[config.mk]
export PLATFORM = sky130hd
export DESIGN_NAME = serial_addsub_unit
export DESIGN_NICKNAME = d
export VERILOG_FILES = /design/src/rtl/serial_addsub_unit.sv
export SDC_FILE = /design/constraint.sdc
export NUM_CORES = 1
export LEC_CHECK = 0
export CAP_MARGIN = 15
export CORE_MARGIN = 8
export CORE_UTILIZATION = 40
export CTS_BUF_LIST = sky130_fd_sc_hd__clkbuf_8 sky130_fd_sc_hd__clkbuf_16
export CTS_CLUSTER_DIAMETER = 100
export DETAILED_ROUTE_END_ITERATION = 12
export GPL_TIMING_DRIVEN = 0
export PLACE_DENSITY = 0.67
export SYNTH_ARGS = -nofsm -noshare
export SYNTH_HDL_FRONTEND = slang
export SYNTH_SLANG_ARGS = --single-unit
[constraint.sdc]
create_clock -name clk -period 3.5 [get_ports clk]
set_clock_uncertainty 0.1 [all_clocks]
set_input_delay 0.7 -clock clk [delete_from_list [all_inputs] [get_ports clk]]
set_output_delay 0.7 -clock clk [all_outputs]
set_load 0.01 [all_outputs]
[src/rtl/serial_addsub_unit.sv]
// -----------------------------------------------------------------------------
// serial_addsub_unit
//   Multi-cycle adder/subtractor. Each clock pushes DIGIT bits through a ripple
//   full-adder slice, and the carry is held in a register between clocks.
//   An operation takes N = WIDTH/DIGIT clocks. It is controlled by a
//   start/busy/done handshake and produces the sum, an unsigned carry/borrow
//   flag and a signed overflow flag.
//
// Ports
//   clk   in   1      rising-edge clock
//   rst   in   1      synchronous active-high reset
//   start in   1      operation request, sampled only when not busy
//   sub   in   1      0: a+b, 1: a-b (sampled with start)
//   a     in   WIDTH  operand A (sampled with start)
//   b     in   WIDTH  operand B (sampled with start)
//   busy  out  1      high while the operation is running
//   done  out  1      one-cycle pulse; sum/cout/ovf are valid from this cycle
//   sum   out  WIDTH  result, held until the next operation completes
//   cout  out  1      add: carry out; sub: 1 = no borrow (a >= b unsigned)
//   ovf   out  1      signed two's-complement overflow
// -----------------------------------------------------------------------------
module serial_addsub_unit #(
  parameter int WIDTH = 8,
  parameter int DIGIT = 1
) (
  input  logic             clk,
  input  logic             rst,
  input  logic             start,
  input  logic             sub,
  input  logic [WIDTH-1:0] a,
  input  logic [WIDTH-1:0] b,
  output logic             busy,
  output logic             done,
  output logic [WIDTH-1:0] sum,
  output logic             cout,
  output logic             ovf
);

  localparam int N  = WIDTH / DIGIT;
  localparam int CW = (N > 1) ? $clog2(N) : 1;

  typedef enum logic [1:0] {
    IDLE = 2'd0,
    RUN  = 2'd1,
    DONE = 2'd2
  } state_t;

  state_t           state_r;
  logic [WIDTH-1:0] a_r;
  logic [WIDTH-1:0] b_r;
  logic [WIDTH-1:0] res_r;
  logic             carry_r;
  logic [CW-1:0]    cnt_r;

  logic [DIGIT-1:0] dsum_s;
  logic [DIGIT:0]   chain_s;
  logic [WIDTH-1:0] res_next_s;
  logic             last_s;

  // One-bit full adder; the result is {carry_out, sum}.
  function automatic logic [1:0] full_add(input logic x, input logic y, input logic ci);
    full_add = {(x & y) | (x & ci) | (y & ci), x ^ y ^ ci};
  endfunction

  // Ripple slice over the low DIGIT bits of the operand shift registers.
  always_comb begin
    chain_s    = '0;
    dsum_s     = '0;
    chain_s[0] = carry_r;
    for (int i = 0; i < DIGIT; i++) begin
      {chain_s[i+1], dsum_s[i]} = full_add(a_r[i], b_r[i], chain_s[i]);
    end
    // New digit enters at the MSB end; after N steps digit 0 has reached bit 0.
    res_next_s = (res_r >> DIGIT) | (WIDTH'(dsum_s) << (WIDTH - DIGIT));
    if (state_r == RUN && cnt_r == CW'(N - 1)) begin
      last_s = 1'b1;
    end else begin
      last_s = 1'b0;
    end
  end

  // Control FSM, operand/result shift registers and registered outputs.
  always_ff @(posedge clk) begin
    if (rst) begin
      state_r <= IDLE;
      a_r     <= '0;
      b_r     <= '0;
      res_r   <= '0;
      carry_r <= 1'b0;
      cnt_r   <= '0;
      busy    <= 1'b0;
      done    <= 1'b0;
      sum     <= '0;
      cout    <= 1'b0;
      ovf     <= 1'b0;
    end else begin
      case (state_r)
        IDLE: begin
          done <= 1'b0;
          if (start) begin
            // Subtraction is a + ~b + 1: invert B and seed the carry with sub.
            a_r     <= a;
            b_r     <= b ^ {WIDTH{sub}};
            carry_r <= sub;
            res_r   <= '0;
            cnt_r   <= '0;
            state_r <= RUN;
            busy    <= 1'b1;
          end else begin
            state_r <= IDLE;
            busy    <= 1'b0;
          end
        end
        RUN: begin
          a_r     <= a_r >> DIGIT;
          b_r     <= b_r >> DIGIT;
          carry_r <= chain_s[DIGIT];
          res_r   <= res_next_s;
          cnt_r   <= cnt_r + CW'(1);
          if (last_s) begin
            // Bit WIDTH-1 is the top bit of the last digit, so its carry-in
            // is chain_s[DIGIT-1] and its carry-out is chain_s[DIGIT].
            sum     <= res_next_s;
            cout    <= chain_s[DIGIT];
            ovf     <= chain_s[DIGIT] ^ chain_s[DIGIT-1];
            state_r <= DONE;
            busy    <= 1'b0;
            done    <= 1'b1;
          end else begin
            state_r <= RUN;
            busy    <= 1'b1;
            done    <= 1'b0;
          end
        end
        DONE: begin
          done <= 1'b0;
          if (start) begin
            // Back-to-back accept: no idle cycle between operations.
            a_r     <= a;
            b_r     <= b ^ {WIDTH{sub}};
            carry_r <= sub;
            res_r   <= '0;
            cnt_r   <= '0;
            state_r <= RUN;
            busy    <= 1'b1;
          end else begin
            state_r <= IDLE;
            busy    <= 1'b0;
          end
        end
        default: begin
          state_r <= IDLE;
          busy    <= 1'b0;
          done    <= 1'b0;
        end
      endcase
    end
  end

endmodule

Word-level counts from Yosys, hierarchy flattened:

Index checks and enable logic that the tools add are counted.

* flip-flop bits (word level): 42
* input bits: 20
* output and inout port bits: 12

* add/sub/neg operators: 1
* equality and inequality tests: 4
* muxes and demuxes: 18
* bitwise gates (word level): 11
* reductions and logical operators: 7

Operators by type and width (count)
* case mux 8 bit (2 select lines): 3
* two-way mux 8 bit: 3
* bitwise OR 7 x 8 -> 8 bit: 1
* XOR 8 bit: 1
* two-way mux 1 bit: 6
* case mux 3 bit (2 select lines): 1
* case mux 1 bit (2 select lines): 2
* case mux 2 bit (2 select lines): 1
* AND reduction 2 bit: 2
* OR reduction 2 bit: 2
* adder 3 x 1 -> 3 bit, second input constant: 1
* AND 1 bit: 3
* equality test 3 bit, second input constant: 1
* two-way mux 3 bit: 1
* XOR 1 bit: 3
* equality test 2 x 1 -> 1 bit, second input constant: 1
* equality test 2 bit, second input constant: 1
* logical NOT 2 bit: 1
* two-way mux 2 bit: 1
* inequality test 2 x 1 -> 1 bit, second input constant: 1
* bitwise OR 1 bit: 2
* nonzero test 2 bit: 1
* logical AND 1 bit: 1
* inverter 1 bit: 1

Longest topological paths before layout:

Gate-level depths: netlist of run 1.

* depth after elaboration: 5
* mapped depth: 6

Least setup slack after synthesis of run 1:

OpenSTA, ideal clock, no wires.

* path type: input port to flip-flop
* start point: input start
* end point: register a_r[2]
* arrival: 1.299 ns
* path slack: 1.959 ns
* stages on the path: 5
* cell sequence: nor2b_1 > buf_2 > buf_4 > nor3_1 > a211oi_1

* cells in the longest elaborated chain, start to end: 2

RTL lines
* from (decl): RTL line 28 `input logic start,`
* inequality test 2 x 1 -> 1 bit (no line)
* AND reduction 2 bit (no line)
* to (signal assigned): RTL line 115 `a_r <= a_r >> DIGIT;`
* to (decl): RTL line 49 `logic [WIDTH-1:0] a_r;`

Every way passes these cells.
A chain may end at the register's enable or synchronous reset.

==> results.json, run 1 <==
{
  "synth_area_leaders": "dfxtp_1 46%, nor3_1 6.0%, nand2_1 5.8%",
  "wire_per_inst_um": 13.5,
  "hold_viol_final": 0,
  "max_clock_freq_mhz": 474,
  "syn_nets": 213,
  "clk_latency_ps": 300,
  "nets": 249,
  "dieWidth_um": 82.0,
  "grtUsageTotal_pct": 12.8,
  "hold_class": "register to register",
  "tightest_slew_ps": 611,
  "ios": 32,
  "die_h_um": 82.0,
  "drtAntennaViolNets": 0,
  "required_ps": 2700,
  "finalWirelength_mm": 3.76,
  "grt_max_degree": 13,
  "synth_top_area_cell": "dfxtp_1",
  "synth_edf_count": 0,
  "grt_pass1_vias": 1367,
  "drive_above_1_share_pct": 15.9,
  "power.density_nw_per_um2": 440,
  "postCtsHoldBufs": 0,
  "setup_viol": 0,
  "critPathLaunch": "state_r[0]$_SDFF_PP0_",
  "rows": 24,
  "placed_cell_area_um2": 2100,
  "tritoncts": "done",
  "ys_ff_latch": 40,
  "crit_chain": "clkdlybuf4s50_1",
  "cts-resized-gates": 0,
  "peakVddDrop_mv": 0.253,
  "max_slew_margin_pct": 59.3,
  "cts_buffers": 5,
  "ys_warn_count": 0,
  "viasPerCell": 5.03,
  "slowest_stage": "clkdlybuf4s50_1",
  "cp_top_family": "buffers and inverters",
  "rsz0062_at_grt": "no",
  "yosys.area.top_type_share_pct": 46.0,
  "tns_ps": 0,
  "grt_pass1_wl_mm": 6.58,
  "crit_type": "register to primary output",
  "io_buffers": 29,
  "start_kind": "register",
  "syn_area_per_cell_um2": 9.16,
  "synth_top_cells_by_count": "40 x dfxtp_1, 27 x nand2_1, 21 x nor3_1, 12 x a21oi_1, 12 x nand3_1",
  "worst-path-buf-inv": 1,
  "yosysSeqAreaShare_pct": 46.0,
  "diodes": 0,
  "worstHoldStart": "res_r[3]$_SDFFE_PP0P_",
  "vias": 1404,
  "fin_crit_sh_pct": 60.3,
  "cts.sinks": 40,
  "place_hpwl_mm": 2.65,
  "dieArea_um2": 6720,
  "cap_viol_max_count": 0,
  "r2r_start": "cnt_r[0]$_SDFFE_PP0P_",
  "syn_area_um2": 1740,
  "end_kind": "primary output",
  "critPathMaxStageDelay_ps": 580,
  "syn-instance-count": 190,
  "path_clk_slew_ps": 80,
  "finalWeightedCongestion": 0.780,
  "status": "complete, no violations",
  "leakagePower_nw": 0.774,
  "yosysMostFrequentCell": "dfxtp_1",
  "cts_setup_buffers": 0,
  "async_reset_ff_share_pct": 0,
  "area_delta_synth_final_pct": 25.7,
  "synth_cell_types": 27,
  "period_minus_slack_ps": 2110,
  "finalMaxSlewViolations": 0,
  "drt_iter0_markers": 84,
  "antenna_found_initial": 0,
  "grt_overflow_total": 0,
  "htreeDepth": 2,
  "cts_buffer_depth": 2,
  "arrival_ps": 1310,
  "synth_flop_cell": "dfxtp_1",
  "cp_max_fo": 6,
  "design_area_um2": 2190,
  "dr.pass1.iters": 4,
  "core_area_um2": 4260,
  "root_buffer": "clkbuf_8",
  "start_util_pct": 40.8,
  "drc": 0
}
## kinds of logic (layout without fill, tap and decap cells)
kind of cell             count (synthesis)  after routing  share of synthesized area (%)
AO/OA/AOI/OAI                           38             38                           15.1
adder cells (fa/ha/maj)                  3              3                           2.59
flip-flops                              40             40                           46.0
AND/OR/NAND/NOR                         75             75                           20.8
XOR/XNOR                                 9              9                           4.53
multiplexers                             8              8                           4.60
buffers and inverters                   17             54                           6.33
## cell type report
class	count	area [µm²]
clock buffer	6	82.6
timing repair buffer	29	290
fill	426	2080
tap	52	65.1
sequential	40	801
clock inverter	2	10.0
buffer	17	110
multi-input combinational	133	830
## worst min-delay path, stage by stage (launching register included)
cell and delay [ps]:
dfxtp_1 320, nand2_1 50, a21oi_1 50
## state kept, by name, indices dropped and copies added (netlist names)
| register | cells |
|---|---|
| a_r | 8 |
| b_r | 8 |
| carry_r | 1 |
| cnt_r | 3 |
| cout | 1 |
| done | 1 |
| ovf | 1 |
| res_r | 7 |
| state_r | 2 |
| sum | 8 |
## per-layer routing
layer  share of wire (%)  vias up  track usage [%]
met4                 1.1        0             5.79
met1                  49      633             16.3
li1                    -      738                -
met2                  45       28             19.3
met3                 5.3        5             4.27
met5                   0        -                0
## through the flow
stage	setup slack, ps	cells	power, mW	hold slack, ps	util, %
3_3_place_gp	1350	271	0.652	347	49.1
6_report	1390	279	0.962	359	51.3
2_1_floorplan	1960	190	0.605	335	-
3_5_place_dp	1340	271	0.653	349	49.1
4_1_cts	1370	279	0.970	360	51.3
5_1_grt	1320	279	1.02	378	51.3
## where the power goes
group	internal [mW]	switching [mW]	leakage, nW	total [mW]
combinational	0.0715	0.0758	0.396	0.147
sequential	0.479	0.0157	0.327	0.495
clock	0.157	0.162	0.0510	0.320
total	0.708	0.254	0.774	0.962
## cells in the final DEF (no fill, tap or decap), drive strengths merged
cell	instances
and2b	1
a211oi	9
clkbuf	10
o21a	1
clkinv	2
nor3	22
nand2	30
clkdlybuf4s50	29
nand3	12
and3b	1
xnor2	1
ha	2
buf	13
nand3b	1
nor2b	1
o22ai	7
nor2	4
dfxtp	40
xor2	8
fa	1
mux2i	8
nand2b	3
a21oi	21
## path summary, 6_finish.rpt
path / to / slack [ps] / cells past startpoint
worst max register to register: sum[4]$_SDFFE_PP0P_ / 2040 / 6
worst min-delay path: res_r[2]$_SDFFE_PP0P_ / 360 / 2
worst min register to register: res_r[2]$_SDFFE_PP0P_ / 360 / 2
worst max-delay path: busy / 1390 / 1
Power figures use the tool's default switching activity.
==> inputs of run 2 (changes only) <==
==> constraint.sdc (replaced) <==
create_clock -name clk -period 2 [get_ports clk]
set_clock_uncertainty 0.1 [all_clocks]
set_input_delay 0.4 -clock clk [delete_from_list [all_inputs] [get_ports clk]]
set_output_delay 0.4 -clock clk [all_outputs]
set_load 0.01 [all_outputs]
==> results of run 2 <==
The final DEF is identical to that of run 1. Status: complete, no violations.
Main changes from that run: setup slack after placement 1340 ps -> 142 ps; setup slack after layout 1390 ps -> 191 ps; register-to-register setup slack 2040 ps -> 540 ps; total power 0.962 mW -> 1.68 mW; worst IR drop on VDD 0.253 mV -> 0.442 mV
==> inputs of run 3 (changes only) <==
--- a/config.mk
+++ b/config.mk
@@ -9,7 +9,7 @@
 export CORE_MARGIN = 8
 export CORE_UTILIZATION = 40
 export CTS_BUF_LIST = sky130_fd_sc_hd__clkbuf_8 sky130_fd_sc_hd__clkbuf_16
-export CTS_CLUSTER_DIAMETER = 100
+export CTS_CLUSTER_DIAMETER = 80
 export DETAILED_ROUTE_END_ITERATION = 12
 export GPL_TIMING_DRIVEN = 0
 export PLACE_DENSITY = 0.67
==> results of run 3 <==
The final DEF is identical to that of run 1. Status: complete, no violations.
Main changes from that run: setup slack after placement 1340 ps -> 142 ps; setup slack after layout 1390 ps -> 191 ps; register-to-register setup slack 2040 ps -> 540 ps; total power 0.962 mW -> 1.68 mW; worst IR drop on VDD 0.253 mV -> 0.442 mV
